**src/rtl/uart_pkg.sv**
```systemverilog
// Shared UART transmit types and constants.
// Optional parity stage: UART_TX_PARITY_EN.
package uart_pkg;

    localparam int   DATA_BITS        = 8;
    localparam logic UART_IDLE_LEVEL  = 1'b1;
    localparam logic UART_START_LEVEL = 1'b0;

    typedef enum logic [2:0] {
        IDLE,
        START,
        DATA,
        PARITY,
        STOP
    } tx_state_e;

    function automatic logic even_parity(
        input logic [DATA_BITS-1:0] b
    );
        return ^b;
    endfunction

endpackage

```
**src/rtl/uart_tx_framer_if.sv**
```systemverilog
// Byte write handshake into the UART transmitter.
// Master drives data/valid, slave returns ready.
interface uart_tx_framer_if;
    import uart_pkg::*;

    logic [DATA_BITS-1:0] tx_data;
    logic                 tx_valid;
    logic                 tx_ready;

    modport master (
        output tx_data,
        output tx_valid,
        input  tx_ready
    );

    modport slave (
        input  tx_data,
        input  tx_valid,
        output tx_ready
    );

endinterface

```
**src/rtl/uart_tx_fifo.sv**
```systemverilog
// Small synchronous byte FIFO for the UART transmitter.
// Depth must be a power of two so pointers wrap naturally.
module uart_tx_fifo
    import uart_pkg::*;
#(
    parameter int FIFO_DEPTH = 4
) (
    input  logic                          uart_clk_rx,
    input  logic                          RST_n,
    input  logic                          push,
    input  logic [DATA_BITS-1:0]          din,
    input  logic                          pop,
    output logic [DATA_BITS-1:0]          dout,
    output logic [$clog2(FIFO_DEPTH):0]   level,
    output logic                          full,
    output logic                          empty
);

    localparam int AW = $clog2(FIFO_DEPTH);
    localparam int LW = AW + 1;

    logic [DATA_BITS-1:0] mem_q [FIFO_DEPTH];
    logic [DATA_BITS-1:0] mem_d [FIFO_DEPTH];
    logic [AW-1:0]        wr_ptr_q, wr_ptr_d;
    logic [AW-1:0]        rd_ptr_q, rd_ptr_d;
    logic [LW-1:0]        level_q, level_d;
    logic                 push_ok;
    logic                 pop_ok;

    assign full    = (level_q == LW'(FIFO_DEPTH));
    assign empty   = (level_q == '0);
    assign push_ok = push && !full;
    assign pop_ok  = pop && !empty;
    assign dout    = mem_q[rd_ptr_q];
    assign level   = level_q;

    always_comb begin
        mem_d    = mem_q;
        wr_ptr_d = wr_ptr_q;
        rd_ptr_d = rd_ptr_q;
        level_d  = level_q;
        if (push_ok) begin
            mem_d[wr_ptr_q] = din;
            wr_ptr_d        = wr_ptr_q + AW'(1);
        end
        if (pop_ok) begin
            rd_ptr_d = rd_ptr_q + AW'(1);
        end
        unique case ({push_ok, pop_ok})
            2'b10:   level_d = level_q + LW'(1);
            2'b01:   level_d = level_q - LW'(1);
            default: level_d = level_q;
        endcase
    end

    // Storage needs no reset; only the pointers define validity.
    always_ff @(posedge uart_clk_rx) begin
        mem_q <= mem_d;
    end

    always_ff @(posedge uart_clk_rx) begin
        if (!RST_n) begin
            wr_ptr_q <= '0;
            rd_ptr_q <= '0;
            level_q  <= '0;
        end else begin
            wr_ptr_q <= wr_ptr_d;
            rd_ptr_q <= rd_ptr_d;
            level_q  <= level_d;
        end
    end

endmodule

```
**src/rtl/uart_tx_framer.sv**
```systemverilog
// Buffered UART transmitter, one clock edge per serial bit.
// Define UART_TX_PARITY_EN to add an even parity bit.
module uart_tx_framer
    import uart_pkg::*;
#(
    parameter int FIFO_DEPTH = 4,
    parameter int STOP_BITS  = 1
) (
    input  logic                        uart_clk_rx,
    input  logic                        RST_n,
    uart_tx_framer_if.slave             tx_if,
    output logic                        uart_tx_data,
    output logic                        tx_busy,
    output logic                        tx_done,
    output logic [$clog2(FIFO_DEPTH):0] fifo_level
);

    tx_state_e            state_q, state_d;
    logic [DATA_BITS-1:0] shift_q, shift_d;
    logic [2:0]           bit_cnt_q, bit_cnt_d;
    logic [1:0]           stop_cnt_q, stop_cnt_d;
    logic                 line_q, line_d;
    logic                 done_q, done_d;
    logic                 pop;
    logic [DATA_BITS-1:0] fifo_dout;
    logic                 fifo_full;
    logic                 fifo_empty;
`ifdef UART_TX_PARITY_EN
    logic                 par_q, par_d;
`endif

    localparam logic [2:0] LAST_BIT  = 3'(DATA_BITS - 1);
    localparam logic [1:0] LAST_STOP = 2'(STOP_BITS - 1);
    localparam logic       ONE_STOP  = (STOP_BITS == 1);

    uart_tx_fifo #(
        .FIFO_DEPTH (FIFO_DEPTH)
    ) u_fifo (
        .uart_clk_rx (uart_clk_rx),
        .RST_n       (RST_n),
        .push        (tx_if.tx_valid),
        .din         (tx_if.tx_data),
        .pop         (pop),
        .dout        (fifo_dout),
        .level       (fifo_level),
        .full        (fifo_full),
        .empty       (fifo_empty)
    );

    assign tx_if.tx_ready = !fifo_full;
    assign uart_tx_data   = line_q;
    assign tx_done        = done_q;
    assign tx_busy        = (state_q != IDLE);

    always_comb begin
        state_d    = state_q;
        shift_d    = shift_q;
        bit_cnt_d  = bit_cnt_q;
        stop_cnt_d = stop_cnt_q;
        line_d     = line_q;
        done_d     = 1'b0;
        pop        = 1'b0;
`ifdef UART_TX_PARITY_EN
        par_d      = par_q;
`endif
        unique case (state_q)
            IDLE: begin
                line_d = UART_IDLE_LEVEL;
                if (!fifo_empty) begin
                    pop       = 1'b1;
                    shift_d   = fifo_dout;
                    bit_cnt_d = '0;
                    state_d   = START;
                    line_d    = UART_START_LEVEL;
`ifdef UART_TX_PARITY_EN
                    par_d     = even_parity(fifo_dout);
`endif
                end
            end
            START: begin
                state_d   = DATA;
                bit_cnt_d = '0;
                line_d    = shift_q[0];
            end
            DATA: begin
                if (bit_cnt_q == LAST_BIT) begin
`ifdef UART_TX_PARITY_EN
                    state_d    = PARITY;
                    line_d     = par_q;
`else
                    state_d    = STOP;
                    stop_cnt_d = '0;
                    line_d     = UART_IDLE_LEVEL;
                    done_d     = ONE_STOP;
`endif
                end else begin
                    shift_d   = shift_q >> 1;
                    line_d    = shift_q[1];
                    bit_cnt_d = bit_cnt_q + 3'd1;
                end
            end
`ifdef UART_TX_PARITY_EN
            PARITY: begin
                state_d    = STOP;
                stop_cnt_d = '0;
                line_d     = UART_IDLE_LEVEL;
                done_d     = ONE_STOP;
            end
`endif
            STOP: begin
                if (stop_cnt_q == LAST_STOP) begin
                    // Back-to-back frames: no idle bit between them.
                    if (!fifo_empty) begin
                        pop       = 1'b1;
                        shift_d   = fifo_dout;
                        bit_cnt_d = '0;
                        state_d   = START;
                        line_d    = UART_START_LEVEL;
`ifdef UART_TX_PARITY_EN
                        par_d     = even_parity(fifo_dout);
`endif
                    end else begin
                        state_d = IDLE;
                        line_d  = UART_IDLE_LEVEL;
                    end
                end else begin
                    stop_cnt_d = stop_cnt_q + 2'd1;
                    line_d     = UART_IDLE_LEVEL;
                    done_d     = (stop_cnt_d == LAST_STOP);
                end
            end
            default: begin
                state_d = IDLE;
                line_d  = UART_IDLE_LEVEL;
            end
        endcase
    end

    always_ff @(posedge uart_clk_rx) begin
        if (!RST_n) begin
            state_q    <= IDLE;
            shift_q    <= '0;
            bit_cnt_q  <= '0;
            stop_cnt_q <= '0;
            line_q     <= UART_IDLE_LEVEL;
            done_q     <= 1'b0;
`ifdef UART_TX_PARITY_EN
            par_q      <= 1'b0;
`endif
        end else begin
            state_q    <= state_d;
            shift_q    <= shift_d;
            bit_cnt_q  <= bit_cnt_d;
            stop_cnt_q <= stop_cnt_d;
            line_q     <= line_d;
            done_q     <= done_d;
`ifdef UART_TX_PARITY_EN
            par_q      <= par_d;
`endif
        end
    end

endmodule

```
**src/flat_wrapper.sv**
```systemverilog
// flat-port wrapper written by rule: the top's interface ports become plain ports
module uart_tx_framer_flat import uart_pkg::*;
#(
    parameter int FIFO_DEPTH = 4,
    parameter int STOP_BITS  = 1
)
  (uart_clk_rx, RST_n, uart_tx_data, tx_busy, tx_done, fifo_level, tx_if_tx_data, tx_if_tx_valid, tx_if_tx_ready);
  uart_tx_framer_if tx_if_i ();
  input  logic uart_clk_rx;
  input  logic RST_n;
  output logic uart_tx_data;
  output logic tx_busy;
  output logic tx_done;
  output logic [$clog2(FIFO_DEPTH):0] fifo_level;
  input wire logic [$bits(tx_if_i.tx_data)-1:0] tx_if_tx_data;
  input wire logic [$bits(tx_if_i.tx_valid)-1:0] tx_if_tx_valid;
  output wire logic [$bits(tx_if_i.tx_ready)-1:0] tx_if_tx_ready;
  assign tx_if_i.tx_data = tx_if_tx_data;
  assign tx_if_i.tx_valid = tx_if_tx_valid;
  assign tx_if_tx_ready = tx_if_i.tx_ready;
  uart_tx_framer #(.FIFO_DEPTH(FIFO_DEPTH), .STOP_BITS(STOP_BITS)) u_core (.uart_clk_rx(uart_clk_rx), .RST_n(RST_n), .tx_if(tx_if_i), .uart_tx_data(uart_tx_data), .tx_busy(tx_busy), .tx_done(tx_done), .fifo_level(fifo_level));
endmodule
```
**config.mk**
```make
export PLATFORM = sky130hd
export DESIGN_NAME = uart_tx_framer_flat
export DESIGN_NICKNAME = d
export VERILOG_FILES = /design/src/rtl/uart_pkg.sv /design/src/rtl/uart_tx_framer_if.sv /design/src/rtl/uart_tx_fifo.sv /design/src/rtl/uart_tx_framer.sv /design/src/flat_wrapper.sv
export SDC_FILE = /design/constraint.sdc
export NUM_CORES = 1
export LEC_CHECK = 0
export ABC_AREA = 1
export CORE_UTILIZATION = 55
export CTS_BUF_LIST = sky130_fd_sc_hd__clkbuf_8
export CTS_CLUSTER_DIAMETER = 40
export CTS_CLUSTER_SIZE = 16
export DETAILED_ROUTE_END_ITERATION = 6
export PLACE_DENSITY_LB_ADDON = 0.15
export SLEW_MARGIN = 15
export SYNTH_ARGS = -nofsm -noshare
export SYNTH_HDL_FRONTEND = slang
export SYNTH_SLANG_ARGS = --single-unit
```
**constraint.sdc**
```tcl
create_clock -name uart_clk_rx -period 4.76 [get_ports uart_clk_rx]
set_clock_uncertainty 0.15 [all_clocks]
set_input_delay 0.714 -clock uart_clk_rx [delete_from_list [all_inputs] [get_ports uart_clk_rx]]
set_output_delay 0.714 -clock uart_clk_rx [all_outputs]
set_load 0.01 [all_outputs]
```
Yosys cells after proc, flatten, opt, wreduce, memory -nomap -nowiden

Index checks and enable logic that the tools add are counted.
W data, S select, Z words.

Output and inout port bits: 7
Bits of input ports: 11
Register bits: 57

Equal/unequal tests: 12
$lt $le $gt $ge: 3
$add $sub $neg: 6
Reduce and logical (&&, ||, !) cells: 18
Bitwise gates (word level): 2
Mux-type cells: 33

Operators with widths:

| cell                  | count |
|---|---|
| $mux W8               | 6 |
| $bwmux W32            | 1 |
| $pmux W3 S4           | 2 |
| $pmux W8 S3           | 1 |
| $mux W3               | 6 |
| $bmux W8 S2           | 1 |
| $demux W8 S2          | 1 |
| $reduce_and A3 Y1     | 4 |
| $eq A3 B3 Y1 const B  | 3 |
| $mux W1               | 8 |
| $add A2 B1 Y2 const B | 3 |
| $add A3 B1 Y3 const B | 2 |
| $ge A3 B3 Y1 const B  | 2 |
| $logic_not A3 Y1      | 2 |
| $ne A2 B2 Y1 const B  | 3 |
| $not A2 Y3            | 2 |
| $pmux W3 S2           | 1 |
| $reduce_bool A3 Y1    | 2 |
| $logic_not A2 Y1      | 2 |
| $mux W2               | 2 |
| $ne A2 B1 Y1 const B  | 2 |
| $pmux W1 S2           | 2 |
| $pmux W1 S4           | 1 |
| $pmux W2 S2           | 1 |
| 10 further kinds      | 14 |

Depth between registers and ports, before layout

Gate-level depths: netlist of the first run.

Depth in word-level cells: 7
Mapped depth: 11
Depth with buffers taken out: 11

Cells and area by module

From an unflattened synthesis of the first run, not the netlist that was laid out.

Cell total of the unflattened synthesis: 288
Area total of the unflattened synthesis: 2626.3 µm²

By module, submodules not included:

| module         | times used | area an instance (µm²) | cells each |
|---|---|---|---|
| uart_tx_fifo   | 1          | 1660.3                 | 143 |
| uart_tx_framer | 1          | 965.9                  | 145 |

Worst setup path before layout of the first run

Ideal clock, no wire load.

Kind: input to register
Start point: input port tx_if_tx_valid
End point: register u_core.u_fifo.level_q[2] (netlist: u_core.u_fifo.level[2])
Arrival time: 1.880 ns
Setup slack: 2.607 ns
Setup time: 0.122 ns
Path buffers: 0
Cell stages on the path: 8
Cells stage by stage: nand2_1 -> ha_1 -> inv_1 -> fa_1 -> a21oi_1 -> o21ai_0 -> o21ai_0 -> a21oi_1

Cells in the longest elaborated chain, start to end: 3

Ends and longest elaborated chain:

| item                                                     | RTL line           | RTL |
|---|---|---|
| start, declared                                          | flat_wrapper.sv:16 | `input wire logic [$bits(tx_if_i.tx_valid)-1:0] tx_if_tx_valid;` |
| $logic_and A1 B1 Y1 *                                    | uart_tx_fifo.sv:32 | `assign push_ok = push && !full;` |
| $eq A2 B1 Y1 / $eq A2 B2 Y1 (equally long branches)      | uart_tx_fifo.sv:49 | `unique case ({push_ok, pop_ok})` |
| $pmux W3 S2 / $reduce_bool A2 Y1 (equally long branches) | --                 |  |
| end signal, assigned                                     | uart_tx_fifo.sv:69 | `level_q <= level_d;` |
| end, declared                                            | uart_tx_fifo.sv:26 | `logic [LW-1:0] level_q, level_d;` |

Every way passes the cells marked *; elsewhere a longest branch is shown, timed or not.
A chain may end at the register's enable or synchronous reset.

Final worst setup path of the first run

Ends and elaborated chain as after synthesis.

==> metrics.cfg, run 1 <==
[timing]
period_needed_ps=2370
period_share_pct=49.8
worstMarginPinSlew_ps=668
slew_headroom_pct=55.3
whs_ps=327
tns_ps=0
finalWorstSetupSlack_ps=2390
max_freq_ghz=0.422
rsz0062_at_grt=false
setup_viol=0
final_max_slew_viol_count=0
report.final.hold_viol_count=0

[logic_synthesis]
ys_async_sr_fraction_pct=0
synth_area_um2=2570
avgSynthCellArea_um2=8.76
synthFlopType=edfxtp_1
yosysSeqAreaShare_pct=56.8
synth.ff_latch_count=57
synthesis.nets=315
syn_inst=294
yosysWarnings=0
synth_edf_count=32
ys_types=23

[floorplanning]
die_h_um=70.4
die_x_um=70.4
coreArea_um2=4410
dieArea_um2=4960
std_cell_rows=24
num_io_pins=18
initial_core_util_pct=58.3

[critical_path]
crit_required_ps=4820
cpPeakStageDelay_ps=400
path_buf_inv=2
rrSetupSlack_ps=2480
cp_slowest_cell=clkdlybuf4s50_1
cp.arrival_ps=2430
critical_path.top_delay_family=adder cells
startpoint_type=input port
setup.worst_path.end_class=flip-flop
crit_fanout=9
crit_chain=clkdlybuf4s50_1 > nand2_1 > ha_1 > inv_1 > fa_1 > a21oi_1 > o21ai_0 > o21ai_0 > a21oi_1
critical_path_class=input port to flip-flop

[power]
power_density_nw_per_um2=587
p_leak_nw=1.22
power_mw=1.70
peakVddDrop_mv=0.269

[cts]
path_clk_slew_ps=60
ctsHoldBuffers=0
numCtsBuffers=9
clkSinkCount=57
cts_tree=built
cts-resized-gates=0
clockBufferDepth=2
clkLatencyLatePin_ps=330
postCtsSetupBuffers=0
cts_htree_levels=3
cts-root-buf=clkbuf_8

[drt]
antenna_left=0
wl_um=4480
dr.pass1.iters=4
num_vias=1864
drtIter0Drc=110
drc_errors=0
wl_per_cell_um=12.2
viasPerCell=5.07

[finish]
design_area_um2=2900
syn_to_final_growth_pct=12.5
antenna_cells=0
postLayoutCoreUtil_pct=65.6
nNetsFinal=333
nFillCells=359
drive_above_1_share_pct=6.96
finalNonFillerCells=368

[flow_run]
cap_violations=0

[global_route]
grtUsageTotal_pct=20.4
grt_first_pass_wirelength_um=7640
grt_overflow=0
grt_max_degree=21
antenna_found_initial=0
first_global_vias=1705

[placement]
gp_congestion=0.860
portBuffers=17
dpl-instance-area_um2=2750
post-place-ws_ps=2030
dp_cells=353
dp_hpwl_um=3040

[min_path]
hp-class=flip-flop to flip-flop

[status]
status=completed

sequential cells by signal, indices dropped and copies added, names as in the netlist:
| signal | cells |
|---|---|
| u_core.tx_done | 1 |
| u_core.state_q | 3 |
| u_core.u_fifo.mem_q | 32 |
| u_core.shift_q | 8 |
| u_core.u_fifo.wr_ptr_q | 2 |
| u_core.stop_cnt_q | 2 |
| u_core.uart_tx_data | 1 |
| u_core.u_fifo.level | 3 |
| u_core.u_fifo.rd_ptr_q | 2 |
| u_core.bit_cnt_q | 3 |
final cells by class:
class | instances | area, µm² | area share (%)
Clock buffer | 9 | 124 | 4.27
Sequential cell | 57 | 1460 | 50.4
Timing Repair Buffer | 17 | 170 | 5.87
Clock inverter | 6 | 26.3 | 0.907
Inverter | 30 | 113 | 3.89
Multi-Input combinational cell | 197 | 938 | 32.4
Tap cell | 52 | 65.1 | 2.25
worst paths after layout:
path	endpoint	from	cells past startpoint
worst max register to register	u_core.u_fifo.level[2]	u_core.u_fifo.level[0]	11
worst min register to register	u_core.bit_cnt_q[2]	u_core.bit_cnt_q[2]	2
worst max-delay path	u_core.u_fifo.level[2]	tx_if_tx_valid	9
worst min-delay path	u_core.bit_cnt_q[2]	u_core.bit_cnt_q[2]	2
placed cells by master (no fill, tap or decap), drive strengths merged:
| master | n |
|---|---|
| clkinv | 7 |
| nor3 | 1 |
| clkdlybuf4s50 | 17 |
| nand3 | 22 |
| edfxtp | 32 |
| nor2 | 40 |
| ha | 9 |
| o21ai | 9 |
| fa | 1 |
| or2 | 2 |
| dfxtp | 25 |
| a21oi | 27 |
| clkbuf | 9 |
| nand4 | 1 |
| inv | 29 |
| nand2 | 85 |
tightest hold or removal path, cell delays in order, from the launching register on:
cell and delay [ps]:
dfxtp_1 330, nor2_1 50, nor2_1 70
where the power goes:
part / switching [mW] / internal, mW / leakage [nW]
logic: 0.410 / 0.253 / 0.637
clock network: 0.177 / 0.177 / 0.0811
registers: 0.0699 / 0.613 / 0.499
cell usage after synthesis (4+ instances only):
cell	instances	area share [%]
nand2_1	80	12
nor2_1	36	5.2
edfxtp_1	32	37
inv_1	28	4.1
a21oi_1	27	5.2
dfxtp_1	25	19
nand3_1	22	4.3
ha_1	9	4.4
o21ai_0	9	1.7
buf_2	5	0.97
nand2_2	5	1.2
nor2_2	4	0.97
layer usage:
metal / track usage, % / wire, µm
met1: 27.2 / 2160
met2: 30.5 / 2120
met4: 12.0 / 74
met3: 4.33 / 119
met5: 0 / 0
cells by family after synthesis:
kind of cell | count (synthesis) | share of synthesized area (%)
buffers and inverters | 40 | 6.80
adders and majority gates | 10 | 5.15
DFF | 57 | 56.8
AOI/OAI and AO/OA | 36 | 7.00
and+or+nand+nor | 151 | 24.3
No activity file was read; power rests on OpenSTA's default activity.
==> inputs of run 2 (changes only) <==
==> constraint.sdc (replaced) <==
create_clock -name uart_clk_rx -period 2.3 [get_ports uart_clk_rx]
set_clock_uncertainty 0.15 [all_clocks]
set_input_delay 0.345 -clock uart_clk_rx [delete_from_list [all_inputs] [get_ports uart_clk_rx]]
set_output_delay 0.345 -clock uart_clk_rx [all_outputs]
set_load 0.01 [all_outputs]
==> run 2 against run 1 <==
Effect of this change: total power grew 120%; register-to-register slack got worse by 2400 ps; via count up 2.7%; largest cell class unchanged; wire length is 5.7% higher; sequential cell count is the same; critical path depth up 2; sequential share of layout area decreased by 1.7 points; final area grew 3.5%; clock power rose by 150%; critical path type is now flip-flop to flip-flop; die area stayed put; sequential power is 100% higher; clock-buffer cell count is the same; largest power group is now combinational logic.
==> metrics.cfg, run 2 (same netlist as run 1, synthesis figures left out) <==
[drt]
drc_errors=0  ; unchanged
wl_per_cell_um=12.6  ; was 12.2 µm
wl_um=4730  ; was 4480 µm
viasPerCell=5.08  ; was 5.07
antenna_left=0  ; unchanged
num_vias=1915  ; was 1864
dr.pass1.iters=4  ; unchanged
drtIter0Drc=125  ; was 110

[timing]
setup_viol=0  ; unchanged
period_needed_ps=2170
max_freq_ghz=0.460
worstMarginPinSlew_ps=647  ; was 668 ps
tns_ps=0  ; unchanged
period_share_pct=94.4
rsz0062_at_grt=false  ; unchanged
final_max_slew_viol_count=0  ; unchanged
slew_headroom_pct=56.8  ; was 55.3%
report.final.hold_viol_count=0  ; unchanged

[cts]
clkLatencyLatePin_ps=330  ; about the same
cts-root-buf=clkbuf_8  ; unchanged
clockBufferDepth=2  ; unchanged
clkSinkCount=57  ; unchanged
numCtsBuffers=9  ; unchanged
cts_htree_levels=3  ; unchanged
path_clk_slew_ps=70  ; was 60 ps
ctsHoldBuffers=0  ; unchanged
cts_tree=built  ; unchanged

[floorplanning]
die_h_um=70.4  ; unchanged
dieArea_um2=4960  ; unchanged
num_io_pins=18  ; unchanged
std_cell_rows=24  ; unchanged
coreArea_um2=4410  ; unchanged
initial_core_util_pct=58.3  ; unchanged
die_x_um=70.4  ; unchanged

[placement]
portBuffers=17  ; unchanged
gp_congestion=0.807  ; was 0.860
dp_hpwl_um=3050  ; was 3040 µm

[global_route]
grt_max_degree=20  ; was 21
grt_overflow=0  ; unchanged
grtUsageTotal_pct=21.6  ; was 20.4%
first_global_vias=1726  ; was 1705
grt_first_pass_wirelength_um=8030  ; was 7640 µm
antenna_found_initial=0  ; unchanged

[finish]
final_cell_mix=80 x nand2_1, 36 x nor2_1, 32 x edfxtp_1, 29 x inv_1, 27 x a21oi_1  ; was 80 x nand2_1, 36 x nor2_1, 32 x edfxtp_1, 28 x inv_1, 27 x a21oi_1
drive_above_1_share_pct=10.2  ; was 6.96%
postLayoutCoreUtil_pct=67.9  ; was 65.6%
largest_register=u_core.u_fifo.mem_q  ; unchanged
antenna_cells=0  ; unchanged
layout_commonest_cell=nand2_1  ; unchanged
seq_area_um2=1460  ; unchanged
syn_to_final_growth_pct=16.5  ; was 12.5%
nNetsFinal=341  ; was 333
nFillCells=367  ; was 359
largest_register_ffs=32  ; unchanged
top_regs=u_core.u_fifo.mem_q x32, u_core.shift_q x8  ; unchanged
multiInputGateArea_um2=943  ; was 938 µm²

[min_path]
min_path_cells=2  ; unchanged
hp-start=u_core.bit_cnt_q[1]  ; was u_core.bit_cnt_q[2]
hp-class=flip-flop to flip-flop  ; unchanged
hold_end=u_core.bit_cnt_q[1]  ; was u_core.bit_cnt_q[2]

[critical_path]
setup.worst_path.end_class=flip-flop  ; unchanged
r2r_end=u_core.u_fifo.level[2]  ; unchanged
crit_required_ps=2370  ; was 4820 ps
critical_path_class=flip-flop to flip-flop  ; was input port to flip-flop
r2r-start=u_core.u_fifo.level[0]  ; unchanged
cp.arrival_ps=2240  ; was 2430 ps
startpoint_type=flip-flop  ; was input port
r2r_cells=11  ; unchanged
crit_fanout=5  ; was 9
rrSetupSlack_ps=130  ; was 2480 ps

[power]
power_density_nw_per_um2=1260  ; was 587 nW/µm²
peakVddDrop_mv=0.513  ; was 0.269 mV
p_leak_nw=1.28  ; was 1.22 nW

[flow_run]
cap_violations=0  ; unchanged

[status]
status=completed  ; unchanged

## run 2: what timing repair did
action	CTS	global route
setup buffers	0	0
endpoints found under the setup margin	0	1
gates resized for setup	0	1
endpoints found under the hold margin	0	0
## run 2: power breakdown
group          switching [mW]  leakage, nW  internal, mW
logic                   0.935        0.682         0.571
registers               0.117        0.499          1.27
clock network           0.396       0.0939         0.488
total                    1.45         1.28          2.33
## run 2: worst max-delay path: stages (launching register included)
cell and delay, ps:
dfxtp_1 350, inv_1 110, nand3_2 120, nand2_2 100
nor2_2 140, ha_1 160, inv_1 60, fa_1 380
a21oi_1 150, o21ai_0 120, o21ai_0 160, a21oi_1 50
## run 2: through the flow
stage | hold WS (ps) | instances | setup slack (ps) | instance area [µm²] | power (mW)
after floorplan | 294 | 294 | 198 | 2570 | 2.49
final | 326 | 377 | 128 | 3000 | 3.77
after global placement | 305 | 361 | 191 | 2810 | 2.86
after global routing | 367 | 377 | 3.90 | 3000 | 4.09
after CTS | 337 | 377 | 115 | 2990 | 3.79
after detailed placement | 320 | 361 | 125 | 2810 | 2.89
## run 2: layer usage
metal  wire length [µm]  GRT usage [%]  up-vias
met5                  0              0        -
met4                140           14.0        0
met3                167           4.76       11
met2               2080           30.2       41
met1               2350           30.2      862
li1                   -              -     1001
## run 2: cell type report
| class | count | area share (%) |
|---|---|---|
| timing repair buffer | 25 | 7.68 |
| multi-input combinational | 197 | 31.5 |
| clock inverter | 7 | 2.09 |
| inverter | 30 | 3.75 |
| clock buffer | 9 | 4.13 |
| sequential | 57 | 48.7 |
| tap | 52 | 2.17 |
## run 2: how the worst max path moves through the flow
stage	depth (start not counted)	endpoint	from
after floorplan	11	u_core.u_fifo.level[2]	u_core.u_fifo.level[0]
after global placement	9	u_core.u_fifo.level[2]	tx_if_tx_valid
after detailed placement	11	u_core.u_fifo.level[2]	u_core.u_fifo.level[0]
after CTS	11	u_core.u_fifo.level[2]	u_core.u_fifo.level[0]
after global routing	11	u_core.u_fifo.level[2]	u_core.u_fifo.level[0]
final	11	u_core.u_fifo.level[2]	u_core.u_fifo.level[0]
==> inputs of run 3 (changes only) <==
--- a/config.mk
+++ b/config.mk
@@ -6,6 +6,7 @@
 export NUM_CORES = 1
 export LEC_CHECK = 0
 export ABC_AREA = 1
+export CORE_MARGIN = 2
 export CORE_UTILIZATION = 55
 export CTS_BUF_LIST = sky130_fd_sc_hd__clkbuf_8
 export CTS_CLUSTER_DIAMETER = 40
==> run 3 against run 2 <==
Effect of this change: register-to-register slack improved by 50 ps; cell count did not move; global-route usage fell by 0.81 points; sequential share of layout area rose by 0.60 points; wire length rose by 3.3%; largest power group unchanged.
==> metrics.cfg, run 3 (same netlist as run 1, synthesis figures left out) <==
[critical_path]
cpPeakStageDelay_ps=380  ; about the same
cp_slowest_cell=fa_1  ; unchanged
crit_fanout=5  ; unchanged
critical_path_class=flip-flop to flip-flop  ; unchanged
critical_path.top_delay_family=adder cells  ; unchanged
path_buf_inv=1  ; was 2
crit_required_ps=2350  ; was 2370 ps
startpoint_type=flip-flop  ; unchanged
cp.arrival_ps=2170  ; was 2240 ps
crit_chain=nor2_2 > nand2_2 > nor2_2 > ha_1 > inv_1 > fa_1 > a21oi_1 > o21ai_0 > o21ai_1 > a21oi_1  ; was inv_1 > nand3_2 > nand2_2 > nor2_2 > ha_1 > inv_1 > fa_1 > a21oi_1 > o21ai_0 > o21ai_0 > a21oi_1
setup.worst_path.end_class=flip-flop  ; unchanged

[timing]
worstMarginPinSlew_ps=610  ; was 647 ps
tns_ps=0  ; unchanged
slew_headroom_pct=59.3  ; was 56.8%
max_freq_ghz=0.471  ; was 0.460 GHz
report.final.hold_viol_count=0  ; unchanged
finalWorstSetupSlack_ps=175  ; was 128 ps
setup_viol=0  ; unchanged
period_share_pct=92.4  ; was 94.4%
rsz0062_at_grt=false  ; unchanged
period_needed_ps=2130  ; was 2170 ps
final_max_slew_viol_count=0  ; unchanged

[finish]
multiInputGateArea_um2=943  ; unchanged
antenna_cells=0  ; unchanged
largest_register_ffs=32  ; unchanged
drive_above_1_share_pct=8.62  ; was 10.2%
layout_commonest_cell=nand2_1  ; unchanged
largest_register=u_core.u_fifo.mem_q  ; unchanged
nNetsFinal=341  ; unchanged
syn_to_final_growth_pct=15.1  ; was 16.5%
seq_area_um2=1460  ; unchanged
design_area_um2=2960  ; was 3000 µm²
nFillCells=376  ; was 367
top_regs=u_core.u_fifo.mem_q x32, u_core.shift_q x8  ; unchanged
final_cell_mix=80 x nand2_1, 36 x nor2_1, 34 x inv_1, 32 x edfxtp_1, 27 x a21oi_1  ; was 80 x nand2_1, 36 x nor2_1, 32 x edfxtp_1, 29 x inv_1, 27 x a21oi_1

[global_route]
grt_first_pass_wirelength_um=8220  ; was 8030 µm
grtUsageTotal_pct=20.8  ; was 21.6%
antenna_found_initial=0  ; unchanged
grt_max_degree=20  ; unchanged
first_global_vias=1850  ; was 1726
grt_overflow=0  ; unchanged

[placement]
dpl-instance-area_um2=2810  ; unchanged
gp_congestion=0.815  ; was 0.807
portBuffers=17  ; unchanged
post-place-ws_ps=133  ; was 125 ps
dp_hpwl_um=3410  ; was 3050 µm

[cts]
cts_tree=built  ; unchanged
clkLatencyLatePin_ps=320  ; was 330 ps
clkSinkCount=57  ; unchanged
clockBufferDepth=2  ; unchanged
postCtsSetupBuffers=0  ; unchanged
path_clk_slew_ps=60  ; was 70 ps
ctsHoldBuffers=0  ; unchanged
cts-resized-gates=0  ; unchanged
cts-root-buf=clkbuf_8  ; unchanged
numCtsBuffers=9  ; unchanged
cts_htree_levels=3  ; unchanged

[power]
peakVddDrop_mv=1.06  ; was 0.513 mV
power_mw=3.59  ; was 3.77 mW
p_leak_nw=1.28  ; about the same
power_density_nw_per_um2=1210  ; was 1260 nW/µm²

[floorplanning]
die_x_um=72.4  ; was 70.4 µm
coreArea_um2=4440  ; was 4410 µm²
std_cell_rows=24  ; unchanged
initial_core_util_pct=57.9  ; was 58.3%
die_h_um=72.4  ; was 70.4 µm
num_io_pins=18  ; unchanged
dieArea_um2=5250  ; was 4960 µm²

[min_path]
hp-class=flip-flop to flip-flop  ; unchanged

[drt]
drtIter0Drc=136  ; was 125
antenna_left=0  ; unchanged
drc_errors=0  ; unchanged
wl_per_cell_um=13.0  ; was 12.6 µm
viasPerCell=5.15  ; was 5.08
wl_um=4890  ; was 4730 µm
dr.pass1.iters=4  ; unchanged
num_vias=1940  ; was 1915

[flow_run]
cap_violations=0  ; unchanged

[status]
status=completed  ; unchanged

[run 3: changes by cell type in the layout (fill, tap and decap cells not counted)]
cell	delta
bufinv_16	-1
clkinv_2	-2
clkinvlp_4	-2
inv_1	+5
o21ai_0	-1
o21ai_1	+1
[run 3: final timing paths]
check / start / to / slack, ps / depth (start not counted)
setup / recovery: u_core.state_q[1] / u_core.u_fifo.level[2] / 170 / 10
hold / removal: u_core.bit_cnt_q[1] / u_core.bit_cnt_q[1] / 330 / 2
setup reg to reg: u_core.state_q[1] / u_core.u_fifo.level[2] / 170 / 10
hold reg to reg: u_core.bit_cnt_q[1] / u_core.bit_cnt_q[1] / 330 / 2
[run 3: layer usage]
metal,global-route usage [%],vias up,part of all wire (%)
li1,-,1002,-
met4,7.20,0,0.55
met1,25.8,904,46
met3,5.42,2,3.7
met5,0,-,0
met2,35.4,32,50
[run 3: final cells by class]
| class | instances | area share, % |
|---|---|---|
| Clock buffer | 9 | 4.18 |
| Clock inverter | 7 | 0.887 |
| Inverter | 30 | 3.80 |
| Multi-Input combinational cell | 197 | 31.8 |
| Sequential cell | 57 | 49.3 |
| Tap cell | 52 | 2.20 |
| Timing Repair Buffer | 25 | 7.77 |
[run 3: worst register-to-register path, stage by stage (launching register included)]
cell	delay [ps]
dfxtp_1	360
nor2_2	190
nand2_2	120
nor2_2	140
ha_1	160
inv_1	60
fa_1	380
a21oi_1	140
o21ai_0	120
o21ai_1	140
a21oi_1	60
[run 3: through the flow]
stage	util, %	instances	hold WS, ps
global route	66.7	377	361
finish	66.7	377	327
detailed placement	63.2	361	320
floorplan	-	294	294
global placement	63.2	361	314
CTS	66.6	377	334
[run 3: power breakdown]
| group | internal (mW) | leakage (nW) | switching, mW |
|---|---|---|---|
| logic | 0.571 | 0.682 | 0.927 |
| registers | 1.27 | 0.499 | 0.118 |
| clock network | 0.363 | 0.0982 | 0.345 |
